**src/rtl/calc_sequencer.sv**
```systemverilog
// Keypad calculator sequencer: collects two decimal operands and an operator, then hands them to an arithmetic unit.
// Define CALC_CHAIN_EN to add the result port and chain each result into operand 1 of the next calculation.
module calc_sequencer (
    input  logic        clk,
    input  logic        rst_n,
    input  logic        key_valid,
    input  logic [3:0]  key_code,
    input  logic        busy_a,
    input  logic        busy_p,
    output logic        key_ready,
    output logic [26:0] data1,
    output logic [26:0] data2,
    output logic [2:0]  arith,
    output logic        en,
    output logic        ovf
`ifdef CALC_CHAIN_EN
    ,
    input  logic [26:0] result
`endif
);

    typedef enum logic [2:0] {OP1, OP2, ISSUE, WAIT_HI, WAIT_LO} state_t;

    state_t      state, state_n;
    logic [26:0] data1_n, data2_n;
    logic [2:0]  arith_n;
    logic        ovf_n;
    logic [3:0]  cnt1, cnt1_n, cnt2, cnt2_n;
    logic [3:0]  tmo, tmo_n;
    logic        wait_op, wait_op_n;
    logic        accept, is_digit, is_op, is_equals, is_clear;
    logic [2:0]  op_code;
    logic [26:0] digit;

    // key_ready is forced low while reset is held even though state already reads OP1
    assign key_ready = rst_n && (state == OP1 || state == OP2) && !busy_a && !busy_p;
    assign accept    = key_valid && key_ready;
    assign en        = (state == ISSUE);
    assign is_digit  = (key_code <= 4'd9);
    assign is_op     = (key_code >= 4'd10) && (key_code <= 4'd13);
    assign is_equals = (key_code == 4'd14);
    assign is_clear  = (key_code == 4'd15);
    assign digit     = {23'd0, key_code};

    always_comb begin
        case (key_code)
            4'd10:   op_code = 3'b000;
            4'd11:   op_code = 3'b001;
            4'd12:   op_code = 3'b010;
            default: op_code = 3'b011;
        endcase
    end

    always_comb begin
        state_n   = state;
        data1_n   = data1;
        data2_n   = data2;
        arith_n   = arith;
        ovf_n     = ovf;
        cnt1_n    = cnt1;
        cnt2_n    = cnt2;
        tmo_n     = tmo;
        wait_op_n = wait_op;
        if (accept && is_clear) begin
            state_n   = OP1;
            data1_n   = '0;
            data2_n   = '0;
            arith_n   = '0;
            ovf_n     = 1'b0;
            cnt1_n    = '0;
            cnt2_n    = '0;
            wait_op_n = 1'b0;
        end else begin
            case (state)
                OP1: if (accept) begin
                    if (is_digit) begin
                        if (cnt1 == 4'd8) ovf_n = 1'b1;
                        else begin
                            data1_n = data1 * 27'd10 + digit;
                            cnt1_n  = cnt1 + 4'd1;
                        end
                    end else if (is_op) begin
                        arith_n = op_code;
                        state_n = OP2;
                    end
                end
                OP2: if (accept) begin
                    // A chained result sits in data1 until an operator arrives; digits and equals are ignored
                    if (wait_op) begin
                        if (is_op) begin
                            arith_n   = op_code;
                            wait_op_n = 1'b0;
                        end
                    end else if (is_digit) begin
                        if (cnt2 == 4'd8) ovf_n = 1'b1;
                        else begin
                            data2_n = data2 * 27'd10 + digit;
                            cnt2_n  = cnt2 + 4'd1;
                        end
                    end else if (is_op) begin
                        if (cnt2 == 4'd0) arith_n = op_code;
                    end else if (is_equals) begin
                        state_n = ISSUE;
                    end
                end
                ISSUE: begin
                    state_n = WAIT_HI;
                    tmo_n   = '0;
                end
                WAIT_HI: begin
                    if (busy_a || tmo == 4'd15) state_n = WAIT_LO;
                    else tmo_n = tmo + 4'd1;
                end
                WAIT_LO: if (!busy_a && !busy_p) begin
                    data2_n = '0;
                    arith_n = '0;
                    cnt1_n  = '0;
                    cnt2_n  = '0;
`ifdef CALC_CHAIN_EN
                    data1_n   = result;
                    wait_op_n = 1'b1;
                    state_n   = OP2;
`else
                    data1_n = '0;
                    state_n = OP1;
`endif
                end
                default: state_n = OP1;
            endcase
        end
    end

    always_ff @(posedge clk or negedge rst_n) begin
        if (!rst_n) begin
            state   <= OP1;
            data1   <= '0;
            data2   <= '0;
            arith   <= '0;
            ovf     <= 1'b0;
            cnt1    <= '0;
            cnt2    <= '0;
            tmo     <= '0;
            wait_op <= 1'b0;
        end else begin
            state   <= state_n;
            data1   <= data1_n;
            data2   <= data2_n;
            arith   <= arith_n;
            ovf     <= ovf_n;
            cnt1    <= cnt1_n;
            cnt2    <= cnt2_n;
            tmo     <= tmo_n;
            wait_op <= wait_op_n;
        end
    end

endmodule
```
**config.mk**
```make
export PLATFORM = sky130hd
export DESIGN_NAME = calc_sequencer
export DESIGN_NICKNAME = d
export VERILOG_FILES = /design/src/rtl/calc_sequencer.sv
export SDC_FILE = /design/constraint.sdc
export NUM_CORES = 1
export LEC_CHECK = 0
export BUFFER_PORTS_ARGS = -buffer_cell sky130_fd_sc_hd__buf_2
export CORE_ASPECT_RATIO = 1.2
export CORE_MARGIN = 2
export CORE_UTILIZATION = 45
export DETAILED_ROUTE_END_ITERATION = 12
export GPL_ROUTABILITY_DRIVEN = 1
export GPL_TIMING_DRIVEN = 0
export HOLD_SLACK_MARGIN = 0.15
export PLACE_DENSITY = 0.66
export SLEW_MARGIN = 10
export SYNTH_ARGS = -nofsm -noshare
export SYNTH_HDL_FRONTEND = slang
export SYNTH_SLANG_ARGS = --single-unit
```
**constraint.sdc**
```tcl
create_clock -name clk -period 3.45 [get_ports clk]
set_clock_uncertainty 0.1 [all_clocks]
set_input_delay 0.345 -clock clk [delete_from_list [all_inputs] [get_ports clk]]
set_output_delay 0.345 -clock clk [all_outputs]
set_load 0.01 [all_outputs]
```
# After elaboration in Yosys (flattened, before gate mapping)
# Index checks and enable logic that the tools add are counted.
[word_totals]
reg_bits = 74
input_bits = 9
word_cells = 142
[classes]
muxes = 63
n_bitwise = 1
multipliers = 2
eq_ne = 32
reduce_logical = 27
magnitude_cmp = 3
n_addsub = 5
[op_table]
columns = ["cell", "n"]
rows = [
  ["$mux 27", 10],
  ["$pmux 27 s2", 2],
  ["$mux 3", 20],
  ["$add 27x4->27", 2],
  ["$mul 27x3->26 const B", 2],
  ["$mux 4", 11],
  ["$eq 4x4->1 const B", 8],
  ["$ne 3x2->1 const B", 10],
  ["$pmux 4 s2", 3],
  ["$reduce_and 8->1", 2],
  ["$pmux 3 s5", 1],
  ["$mux 1", 13],
  ["$add 4x1->4 const B", 3],
  ["$ne 3x3->1 const B", 4],
  ["$reduce_and 10->1", 1],
  ["$pmux 3 s3", 1],
  ["$reduce_bool 3->1", 3],
  ["$le 4x4->1 const B", 2],
  ["$ne 4x3->1 const B", 2],
  ["$logic_and 1x1->1", 7],
  ["$eq 3x2->1 const B", 2],
  ["$ne 3x1->1 const B", 2],
  ["$pmux 2 s3", 1],
  ["$reduce_and 6->1", 1],
  ["16 further kinds", 20],
]

# Longest topological paths before layout
[depth]
depth_word = 9
ltp_mapped = 13
ltp_nobuf = 13

# Least setup slack after synthesis
# Ideal clock, no wire load.
[synth_path]
path_type = "reg-to-reg"
startpoint = "reg data2[1]"
endpoint = "reg data2[19]"
setup_slack_ns = -0.279
n_path_buf = 0
t_required_ns = 3.273
t_arrival_ns = 3.552
setup_ns = 0.077
stages_incl_launch_ff = 14
cell_sequence = "dfrtp_1 ha_1 ha_1 fa_1 a21o_1 a21oi_1 xnor2_1 nand3b_1 or4_4 or3_4 nor2_2 nand4_1 xor2_1 o21ai_1"
[synth_between]
elab_chain_len = 8
[synth_rtl]
columns = ["item", "line", "text"]
rows = [
  ["start, declared", "12", "output logic [26:0] data2,"],
  ["start signal, assigned", "147", "data2 <= data2_n;"],
  ["$mul 27x3->26", "97", "data2_n = data2 * 27'd10 + digit;"],
  ["$add 27x4->27", "97", ""],
  ["$mux 27", "95", "if (cnt2 == 4'd8) ovf_n = 1'b1;"],
  ["$mux 27", "94", "end else if (is_digit) begin"],
  ["$mux 27", "89", "if (wait_op) begin"],
  ["$mux 27", "87", "OP2: if (accept) begin"],
  ["$pmux 27 s2", "74", "case (state)"],
  ["$mux 27", "64", "if (accept && is_clear) begin"],
]
# No other way between the ends. The select of a mux whose other input is x is not followed.
# A chain may end at the register's enable or synchronous reset.

# Final worst setup path
[layout_path]
startpoint = "reg data1[8]"
endpoint = "reg data1[26]"
[layout_between]
elab_chain_len = 7
[layout_rtl]
columns = ["item", "line", "text"]
rows = [
  ["start, declared", "11", "output logic [26:0] data1,"],
  ["start signal, assigned", "146", "data1 <= data1_n;"],
  ["$mul 27x3->26", "79", "data1_n = data1 * 27'd10 + digit;"],
  ["$add 27x4->27", "79", ""],
  ["$mux 27", "77", "if (cnt1 == 4'd8) ovf_n = 1'b1;"],
  ["$mux 27", "76", "if (is_digit) begin"],
  ["$mux 27", "75", "OP1: if (accept) begin"],
  ["$pmux 27 s2", "74", ""],
  ["$mux 27", "64", ""],
]
# No other way between the ends. The select of a mux whose other input is x is not followed.

==> results.toml <==
[worst_setup_path]
r2r_start = "data1[8]"
worstRegToRegCells = 12
arrival_ps = 3800
r2r_end = "data1[26]"
end_kind = "flop"
path_class = "flop to flop"
reg2reg_setup_slack_ps = -200
critPathLaunchType = "flop"
path_max_fanout = 6
critPathRequiredTime_ps = 3600

[floorplanning]
die_x_um = 120
io_pins = 69
core-area_mm2 = 0.0156
die_h_um = 143
fp-row-count = 50
dieArea_mm2 = 0.0171
initial_core_util_pct = 46.2

[sta]
hold_viol = 0
timing.hold.ws_ps = 237
slew_headroom_pct = 45.7
drv_slew = 0
fin_ws_ps = -196
finalSetupViolCount = 17
fmax_mhz = 274
fin_crit_sh_pct = 106
rsz0062_at_grt = "yes"
worst_slew_pin_slew_ps = 808
finalCriticalPeriod_ps = 3650

[synthesis]
synth_edf_count = 0
ys_seq_area_share_pct = 25.6
synth_top_family_by_area = "compound AO/OA/AOI/OAI gates"
synth_mux_area_share_pct = 0.589
synth.yosys.warnings = 0
ys_ff_latch = 74
syn_area_mm2 = 0.00722
synth_xor_area_share_pct = 10.1
synth-main-ff-cell = "dfrtp_1"
synthArstFlopShare_pct = 100
synth_compound_area_share_pct = 23.9
synth_area_per_cell_um2 = 8.67
synthAdderAreaFrac_pct = 18.6
syn-instance-count = 833
synthSimpleGateAreaFrac_pct = 18.6
syn_nets = 947
synthDistinctLibCells = 79

[drt]
wl_per_cell_um = 17.7
drt_iter0_drc = 343
via_per_inst = 5.94
routed_wl_um = 20900
vias = 7011
ant_nets = 0
drc = 0
dr.pass1.iters = 4

[run_status]
violations = "negative setup slack"
status = "finished with violations"

[power_and_ir_drop]
p_per_area_mw_per_mm2 = 992
p_leak_uw = 0.00446
ir_drop_mv = 0.426

[worst_hold_path]
hold_depth = 3
hold_start = "key_code[0]"
hold_path.class = "input pin to flop"
worstHoldEndpoint = "data2[0]"

[clock_tree]
clk_latency_ps = 360
clock_path_buffers = 2
clock-sinks = 74
clkTransAtPathRegs_ps = 70
cts_tree = "done"
root_buffer = "clkbuf_16"
h-tree-depth = 3
numCtsBuffers = 9

[global_route]
grt_pass1_wl_um = 33000
grt_max_degree = 60
antenna_found_initial = 0
gr-usage-all-layers_pct = 23.9
grt_overflow = 0
grt_pass1_vias = 6870

[finish]
drive_gt1_share_pct = 29.4
fin_util_pct = 61.2
area_growth_pct = 32.7
n_antenna_cell = 0
layout_commonest_cell = "nand2_1"
final_cell_mix = "nand2_1, ha_1, buf_2"
layout.nets = 1081

[place]
port_buffers = 68
dp_hpwl_um = 14100
place.gp.congestion = 0.909

[flow_run]
maxCapViolations = 0
[what timing repair did]
item / in CTS / in global routing
endpoints found under the setup margin: 23 / 26
setup buffers: 48 / 13
hold buffers: 1 / 0
hold endpoints to repair: 74 / 0
gates resized for setup: 83 / 61
pin swaps: 60 / 27
[registers in the layout, indices dropped and copies added (netlist names)]
signal	cells
arith	3
cnt1	4
cnt2	4
data1	27
data2	27
ovf	1
state	3
tmo	4
wait_op	1
[final cells by class]
class | instances | area, µm²
Multi-Input combinational cell | 710 | 6050
Inverter | 23 | 86.3
Fill cell | 1360 | 6060
Clock buffer | 9 | 225
Sequential cell | 74 | 1870
Tap cell | 208 | 260
Clock inverter | 7 | 149
Buffer | 20 | 91.3
Timing Repair Buffer | 129 | 850
[per-layer routing]
layer	share of wire, %	vias up	track usage (%)	wire (µm)
li1	-	3368	-	-
met1	42	3404	28.6	8740
met2	52	195	43.4	10900
met3	3.8	44	3.43	800
met4	2.3	0	8.54	486
met5	0	-	0	0
[worst max-delay path by stage]
stage / startpoint / endpoint / slack [ps] / cells past startpoint
2_1_floorplan: data1[3] / data1[26] / -0.4 / 13
3_3_place_gp: rst_n / data1[18] / -1300 / 8
3_5_place_dp: data1[3] / data1[26] / -460 / 12
4_1_cts: data2[1] / data2[23] / -160 / 14
5_1_grt: data1[8] / data1[26] / -310 / 12
6_report: data1[8] / data1[26] / -200 / 12
[synthesized netlist by cell type (3+ instances only)]
library cell    n  area share (%)
nor3_2          3            0.42
o22ai_1         3            0.26
o41ai_1         3            0.36
nand4_1        12             1.0
dfrtp_1        74              26
o21ai_0        58             4.0
nand2_1        93             4.8
nor3_1         14            0.97
a21oi_1        49             3.4
o31ai_1        10             1.0
fa_1            4             1.1
nand2b_1        4            0.35
a31oi_1         7            0.61
a21o_1         22             2.3
o21bai_1        5            0.52
o211ai_1        5            0.52
nor3b_1         3            0.31
o21ai_1         6            0.42
and4_1          4            0.49
a211oi_1        6            0.62
or3_1           3            0.26
o21a_1         10             1.0
xnor2_1        48             5.8
and3_1         11            0.95
nor4_1          9            0.78
xor2_1         35             4.2
nand3_1        25             1.7
clkbuf_1       23             1.2
inv_1          23             1.2
and2_1          5            0.43
a22o_1         32             3.9
a221oi_1        3            0.36
ha_1          101              18
nor2b_1         8            0.69
nor2_1         53             2.8
nand3b_1        4            0.42
[stage by stage]
stage / TNS [ps] / power, µW / cells / cell area, µm² / worst slack, ps
floorplan: -0.445 / 5470 / 833 / 7340 / -0.445
global placement: -39550 / 6580 / 1109 / 7940 / -1300
detailed placement: -5660 / 6660 / 1111 / 7990 / -463
CTS: -1020 / 8930 / 1172 / 9180 / -156
global route: -4550 / 10300 / 1180 / 9580 / -306
finish: -1710 / 9500 / 1180 / 9580 / -196
[logic make-up (layout without fill, tap and decap cells)]
kind of cell,after synthesis,after routing
and+or+nand+nor,266,266
AOI/OAI and AO/OA,252,252
adders and majority gates,105,105
xor gates and xnor gates,83,83
DFF,74,74
buffers and inverters,49,188
muxes,4,4
[worst max-delay path: stages (launching register included)]
cell and delay (ps):
dfrtp_2 450, ha_1 350, ha_4 310, a21o_1 240, a21oi_1 120, o21a_1 240
o31ai_2 360, nor4b_2 380, nor2_1 140, xnor2_2 270, nand4b_1 200, xnor2_2 190
a22o_1 190
[where the power goes]
part | internal, µW | leakage, µW | total (µW) | switching [µW]
combinational | 3030 | 0.00333 | 6750 | 3720
sequential | 1170 | 0.000942 | 1540 | 373
clock | 789 | 0.000182 | 1210 | 421
Note: power is estimated with default switching activity, not from simulation.
